$ cat src/rtl/regbank_write_ctrl.sv
// regbank_write_ctrl: owns the single write port of the flip-flop register bank.
// Runs a zeroing sweep after reset or on request, then arbitrates round-robin
// between the ALU writeback (A) and load writeback (B) requesters.
module regbank_write_ctrl #(
  parameter int NREGS    = 8,
  parameter int AW       = 3,
  parameter int DW       = 8,
  parameter int ZERO_REG = 1
) (
  input  logic          clock,
  input  logic          clear_n,
  input  logic          init_req,
  input  logic          req_a,
  input  logic [AW-1:0] addr_a,
  input  logic [DW-1:0] data_a,
  input  logic          req_b,
  input  logic [AW-1:0] addr_b,
  input  logic [DW-1:0] data_b,
  output logic          gnt_a,
  output logic          gnt_b,
  output logic          we,
  output logic [AW-1:0] waddr,
  output logic [DW-1:0] wdata,
  output logic          busy,
  output logic          init_done
);

  typedef enum logic {
    ST_INIT = 1'b0,
    ST_ARB  = 1'b1
  } state_e;

  localparam logic [AW-1:0] LAST_ADDR = AW'(NREGS - 1);

  state_e        state, next_state;
  logic [AW-1:0] cnt;
  logic          last_gnt_b;   // 1: B was granted last, so A wins the next tie
  logic          cnt_last;
  logic          any_gnt;
  logic [AW-1:0] gnt_addr;
  logic [DW-1:0] gnt_data;
  logic          gnt_suppress; // grant to hardwired-zero register retires without writing

  assign cnt_last = (cnt == LAST_ADDR);
  assign busy     = (state == ST_INIT);

  // State register.
  // NOTE: every flop uses <= so all registers sample pre-edge values together.
  always_ff @(posedge clock or negedge clear_n) begin
    if (!clear_n) state <= ST_INIT;
    else          state <= next_state;
  end

  // Next-state: sweep ends on the last address; init_req is honoured only in ARB.
  // NOTE: next_state gets a default first so no path leaves it unassigned (no latch).
  always_comb begin
    next_state = state;
    unique case (state)
      ST_INIT: if (cnt_last) next_state = ST_ARB;
      ST_ARB:  if (init_req) next_state = ST_INIT;
      default: next_state = ST_INIT;
    endcase
  end

  // Grant decode: no grants while sweeping or while a new sweep is requested.
  always_comb begin
    gnt_a = 1'b0;
    gnt_b = 1'b0;
    if (state == ST_ARB && !init_req) begin
      if (req_a && req_b) begin
        gnt_a = last_gnt_b;
        gnt_b = !last_gnt_b;
      end else begin
        gnt_a = req_a;
        gnt_b = req_b;
      end
    end
  end

  // Selected write payload for whichever requester won this cycle.
  always_comb begin
    any_gnt  = gnt_a | gnt_b;
    gnt_addr = gnt_a ? addr_a : addr_b;
    gnt_data = gnt_a ? data_a : data_b;
    gnt_suppress = (ZERO_REG != 0) && (gnt_addr == '0);
  end

  // Round-robin pointer: moves only when a grant is actually given.
  always_ff @(posedge clock or negedge clear_n) begin
    if (!clear_n) begin
      last_gnt_b <= 1'b1;
    end else if (any_gnt) begin
      last_gnt_b <= gnt_b;
    end
  end

  // Sweep counter: walks 0..NREGS-1 in INIT, parked at 0 otherwise.
  always_ff @(posedge clock or negedge clear_n) begin
    if (!clear_n) begin
      cnt <= '0;
    end else if (state == ST_INIT) begin
      cnt <= cnt_last ? '0 : cnt + 1'b1;
    end else begin
      cnt <= '0;
    end
  end

  // Registered write port and end-of-sweep pulse.
  always_ff @(posedge clock or negedge clear_n) begin
    if (!clear_n) begin
      we        <= 1'b0;
      waddr     <= '0;
      wdata     <= '0;
      init_done <= 1'b0;
    end else if (state == ST_INIT) begin
      we        <= 1'b1;
      waddr     <= cnt;
      wdata     <= '0;
      init_done <= cnt_last;
    end else begin
      init_done <= 1'b0;
      if (any_gnt) begin
        we    <= !gnt_suppress;
        waddr <= gnt_addr;
        wdata <= gnt_data;
      end else begin
        // Covers init_req too: the port goes quiet until the sweep starts writing.
        we <= 1'b0;
      end
    end
  end

endmodule

$ cat config.mk
export PLATFORM = sky130hd
export DESIGN_NAME = regbank_write_ctrl
export DESIGN_NICKNAME = d
export VERILOG_FILES = /design/src/rtl/regbank_write_ctrl.sv
export SDC_FILE = /design/constraint.sdc
export NUM_CORES = 1
export LEC_CHECK = 0
export CAP_MARGIN = 10
export CORE_UTILIZATION = 44
export CTS_CLUSTER_SIZE = 28
export DETAILED_ROUTE_END_ITERATION = 7
export PLACE_DENSITY = 0.83
export SKIP_LAST_GASP = 1
export SLEW_MARGIN = 30
export SYNTH_ARGS = -nofsm -noshare
export SYNTH_HDL_FRONTEND = slang
export SYNTH_SLANG_ARGS = --single-unit
$ cat constraint.sdc
create_clock -name clock -period 3.9 [get_ports clock]
set_input_delay 0.975 -clock clock [delete_from_list [all_inputs] [get_ports clock]]
set_output_delay 0.975 -clock clock [all_outputs]
set_load 0.02 [all_outputs]
======== After elaboration in Yosys (flattened, before gate mapping) ========
Index checks and enable logic that the tools add are counted.
storage, ports and cells
  bits in registers ....................... 18
  bits in latches ......................... 0
  RAM bits ................................ 0
  ROM bits ................................ 0
  bits of input ports ..................... 27
  output and inout bits ................... 16
  logic and storage cells ................. 36
  memories kept ........................... 0
operators by class
  add/sub/neg operators ................... 1
  multipliers ............................. 0
  divide/modulo/power cells ............... 0
  order comparisons ....................... 0
  equal/unequal tests ..................... 2
  shifts and indexed selects .............. 0
  muxes and demuxes ....................... 18
  bitwise operators ....................... 2
  reductions and logical operators ........ 6
operators with widths
  cell                   number
  $mux W8                3
  $mux W3                5
  $mux W1                9
  $add A3 B1 Y3 const B  1
  $eq A3 B3 Y1 const B   1
  $logic_not A1 Y1       3
  $logic_not A3 Y1       1
  $logic_and A1 B1 Y1    2
  $ne A2 B1 Y1 const B   1
  $pmux W1 S2            1
  $not A1 Y1             1
  $or A1 B1 Y1           1

======== Logic depth before layout (Yosys ltp) ========
  depth in word-level cells ............... 8
  gate-level depth with buffers ........... 5
  mapped depth without buffers ............ 4

======== Worst setup path after synthesis ========
No wires, ideal clock.
  kind .................................... input -> output
  start point ............................. input port req_b
  end point ............................... output port gnt_a
  arrival time ............................ 1,643 ps
  required time ........................... 2,925 ps
  slack ................................... 1,282 ps
  stages on the path ...................... 4
  buffers on the path ..................... 1
  cells stage by stage .................... nand2b_1 -> buf_2 -> nand2_1 -> nor2_1
between the ends
  cells in the longest elaborated chain, start to end .. 3
RTL lines
  item                 RTL line  RTL
  start: declaration   16        input logic req_b,
  $logic_and A1 B1 Y1  70        if (req_a && req_b) begin
  $mux W1              70
  $mux W1              69        if (state == ST_ARB && !init_req) begin
  end: declaration     19        output logic gnt_a,
No other way between the ends.

======== Final worst setup path ========
  start point ............................. input port init_req
  end point ............................... output port gnt_b
between the ends
  cells in the longest elaborated chain, start to end .. 3
RTL lines
  item                 RTL line  RTL
  start: declaration   12        input logic init_req,
  $logic_not A1 Y1     69
  $logic_and A1 B1 Y1  69
  $mux W1              69
  end: declaration     20        output logic gnt_b,
No other way between the ends.

==> summary.md <==
| Metric | Value |
|---|---|
| Status | `complete, no violations` |
| Final worst slack | `474 ps` |
| DR iter-0 viols | `48` |
| Syn Inst Count | `102` |
| WS Path Type | `input pin to output port` |
| Setup crit start kind | `input pin` |
| Worst-path fanout max | `4` |
| Top layer in use | `met4` |
| Skew final | `3.08 ps` |
| Final hold vios | `0` |
| Worst R2R Start | `state$_DFF_PN0_` |
| Min-Delay Startpoint | `cnt[0]$_DFF_PN0_` |
| Drt via density | `roughly 5.8` |
| Die X | `49.1 um` |
| I/O pin total | `43` |
| DIE HEIGHT | `49.1 um` |
| Vias in the first global route | `931` |
| TritonCTS clock tree | `done` |
| Core area | `0.00202 mm^2` |
| Max-cap viol count | `0` |
| Max Slew Vio Count | `0` |
| Final period utilization | `87.8%` |
| Routed wl met3 | `approximately 170 um` |
| Worst Path Required | `2920 ps` |
| Warnings, synthesis | `0` |
| R2R Path End | `wdata[5]$_DFFE_PN0P_` |
| Setup TNS | `0 ps` |
| Largest net degree at the start of global routing | `19` |
| Top cell type's share of synthesized area | `43.6%` |
| Final WL | `2760 um` |
| Tmin final | `3430 ps` |
| IO Port Bufs | `42` |
| DRC viols | `0` |
| RSZ-0062 raised after global routing | `no` |
| Synthesized area per cell | `9.57 um^2` |
| Hold depth | `1` |
| Post-layout util | `70.9%` |
| Register area share after synthesis | `46.3%` |
| Post-DP HPWL | `~2000 um` |
| CTS Buffer Depth | `2` |
| Nets | `approximately 170` |
| Maximum resistive drop on vdd | `0.397 mV` |
| Cell variety after synth | `26` |
| Total GRT Usage | `between 20 and 25%` |
| Synth-to-Final Area Change | `46.9%` |
| Post-DRT Antenna Nets | `0` |
| Met1 wire length | `~1100 um` |
| # setup viols final | `0` |
| CTS Buf Count | `3` |
| Pwr per Cell Area | `580 mW/mm^2` |
| Share of cells above drive strength 1 | `8.45%` |
| Leakage | `0.586 nW` |
| Initial Util | `48.3%` |
| First-pass GRT wire length | `4420 um` |
| Critical Path AT | `between 2000 and 2500 ps` |
| Relative slew slack | `46.7%` |
| Hold slack | `477 ps` |
| FP Rows | `16` |
| Clock sinks | `18` |
| Antenna violations before repair | `0` |
| Via count | `977` |
| Htree depth | `1` |
| Pre-Repair DR Iteration Count | `5` |
| Most used DFF post-synth | `dfrtp_1` |
| Worst-Margin Slew | `796 ps` |
| Area leader, netlist | `dfrtp_1` |
| Wire length on met2 | `1440 um` |
| Commonest non-fill, non-tap cell in the layout | `clkdlybuf4s50_1` |
| Hold Crit Endpoint | `cnt[0]$_DFF_PN0_` |
| Worst setup EP type | `output port` |
| GPL Wtd Cong | `0.794` |
| #FFs+latches synth | `18` |
| Post-synth EDFFs | `0` |
| Most frequent cells in the layout | `42 x clkdlybuf4s50_1, 17 x dfrtp_1, 11 x o21ai_0, 11 x nand3_1, 11 x a31oi_1` |
| Gr ovfl total | `0` |
| Post-CTS Resized | `0` |
| Mapped cell area | `976 um^2` |
| Clock root cell | `clkbuf_4` |
| Clk_lat worst skew | `300 ps` |
| Async SR Flop Fraction | `100%` |
| Max frequency | `around 0.29 GHz` |
| Antenna cells | `0` |
| Clock Pin Slew Worst Setup and Hold Paths | `110 ps` |
| Post-CTS Setup Inserts | `0` |
| WL/cell | `16.3 um` |
| Syn Nets | `around 130` |
| Hold bufs inserted after CTS | `0` |
| Die ar. | `between 0.002 and 0.0025 mm^2` |
| Largest cells by area after synthesis | `dfrtp_1 44%, a31oi_1 7.1%, a22oi_1 6.9%` |
| Cell count of the worst reg-to-reg path | `3` |
| Setup Slack @ Placement | `around 470 ps` |
| Min-Delay Path Class | `flip-flop to flip-flop` |
| R2R setup slack | `between 2000 and 2500 ps` |
critical path, cell delays in order:
cell and delay (ps):
clkdlybuf4s50_1 450, and2b_1 230, and3_1 170, clkdlybuf4s50_1 620
kinds of logic after synthesis:
logic type / synth area share [%]
adders and majority gates: 2.56
buffers and inverters: 7.18
DFF: 46.3
and+or+nand+nor: 18.3
AOI/OAI and AO/OA: 25.6
layout make-up:
| class | count | area, um^2 |
|---|---|---|
| timing repair buffer | 46 | 450 |
| inverter | 2 | 7.51 |
| tap | 27 | 33.8 |
| sequential | 18 | 452 |
| fill | 161 | 588 |
| multi-input combinational | 72 | 454 |
| clock buffer | 4 | 36.3 |
report_power, final:
| group | total [W] | internal [W] | switching [W] |
|---|---|---|---|
| logic | 0.000406 | 0.000196 | 0.000210 |
| registers | 0.000305 | 0.000258 | 0.0000476 |
| clock network | 0.000120 | 0.0000570 | 0.0000630 |
| total | 0.000831 | 0.000511 | 0.000320 |
layer usage:
layer | track usage, % | vias to the layer above
met5 | 0 | -
met4 | 8.33 | 0
met3 | 4.05 | 4
met2 | 42.0 | 46
met1 | 30.4 | 469
li1 | - | 458
stage by stage:
step           area (um^2)  instances  power, W
2_1_floorplan          976        102  0.000538
3_3_place_gp          1400        165  0.000703
3_5_place_dp          1400        165  0.000712
4_1_cts               1430        169  0.000833
5_1_grt               1430        169  0.000879
6_report              1430        169  0.000831
sequential cells by signal, indices dropped and copies added, names as in the netlist:
name	count
we	1
wdata	8
state	1
cnt	3
waddr	3
init_done	1
last_gnt_b	1
Yosys cell counts, types with 2 or more instances:
cell      instances
a221oi_2          2
inv_1             2
nor2b_1           7
nor3_1            2
nor2_1            4
nand2b_1          3
a31oi_1          11
buf_6             2
dfrtp_1          17
clkbuf_1          2
o21ai_0          11
nand3_1          11
ha_1              2
nand2_1           2
a22oi_1           9
buf_2             5
worst max-delay path by stage:
stage / slack (ps) / from / endpoint / depth (start not counted)
final: 470 / init_req / gnt_b / 4
after CTS: 470 / init_req / gnt_b / 4
after detailed placement: 470 / init_req / gnt_b / 4
after global placement: 530 / init_req / gnt_b / 4
after global routing: 420 / init_req / gnt_b / 4
after floorplan: 1280 / req_b / gnt_a / 4
Note: power is estimated with default switching activity, not from simulation.
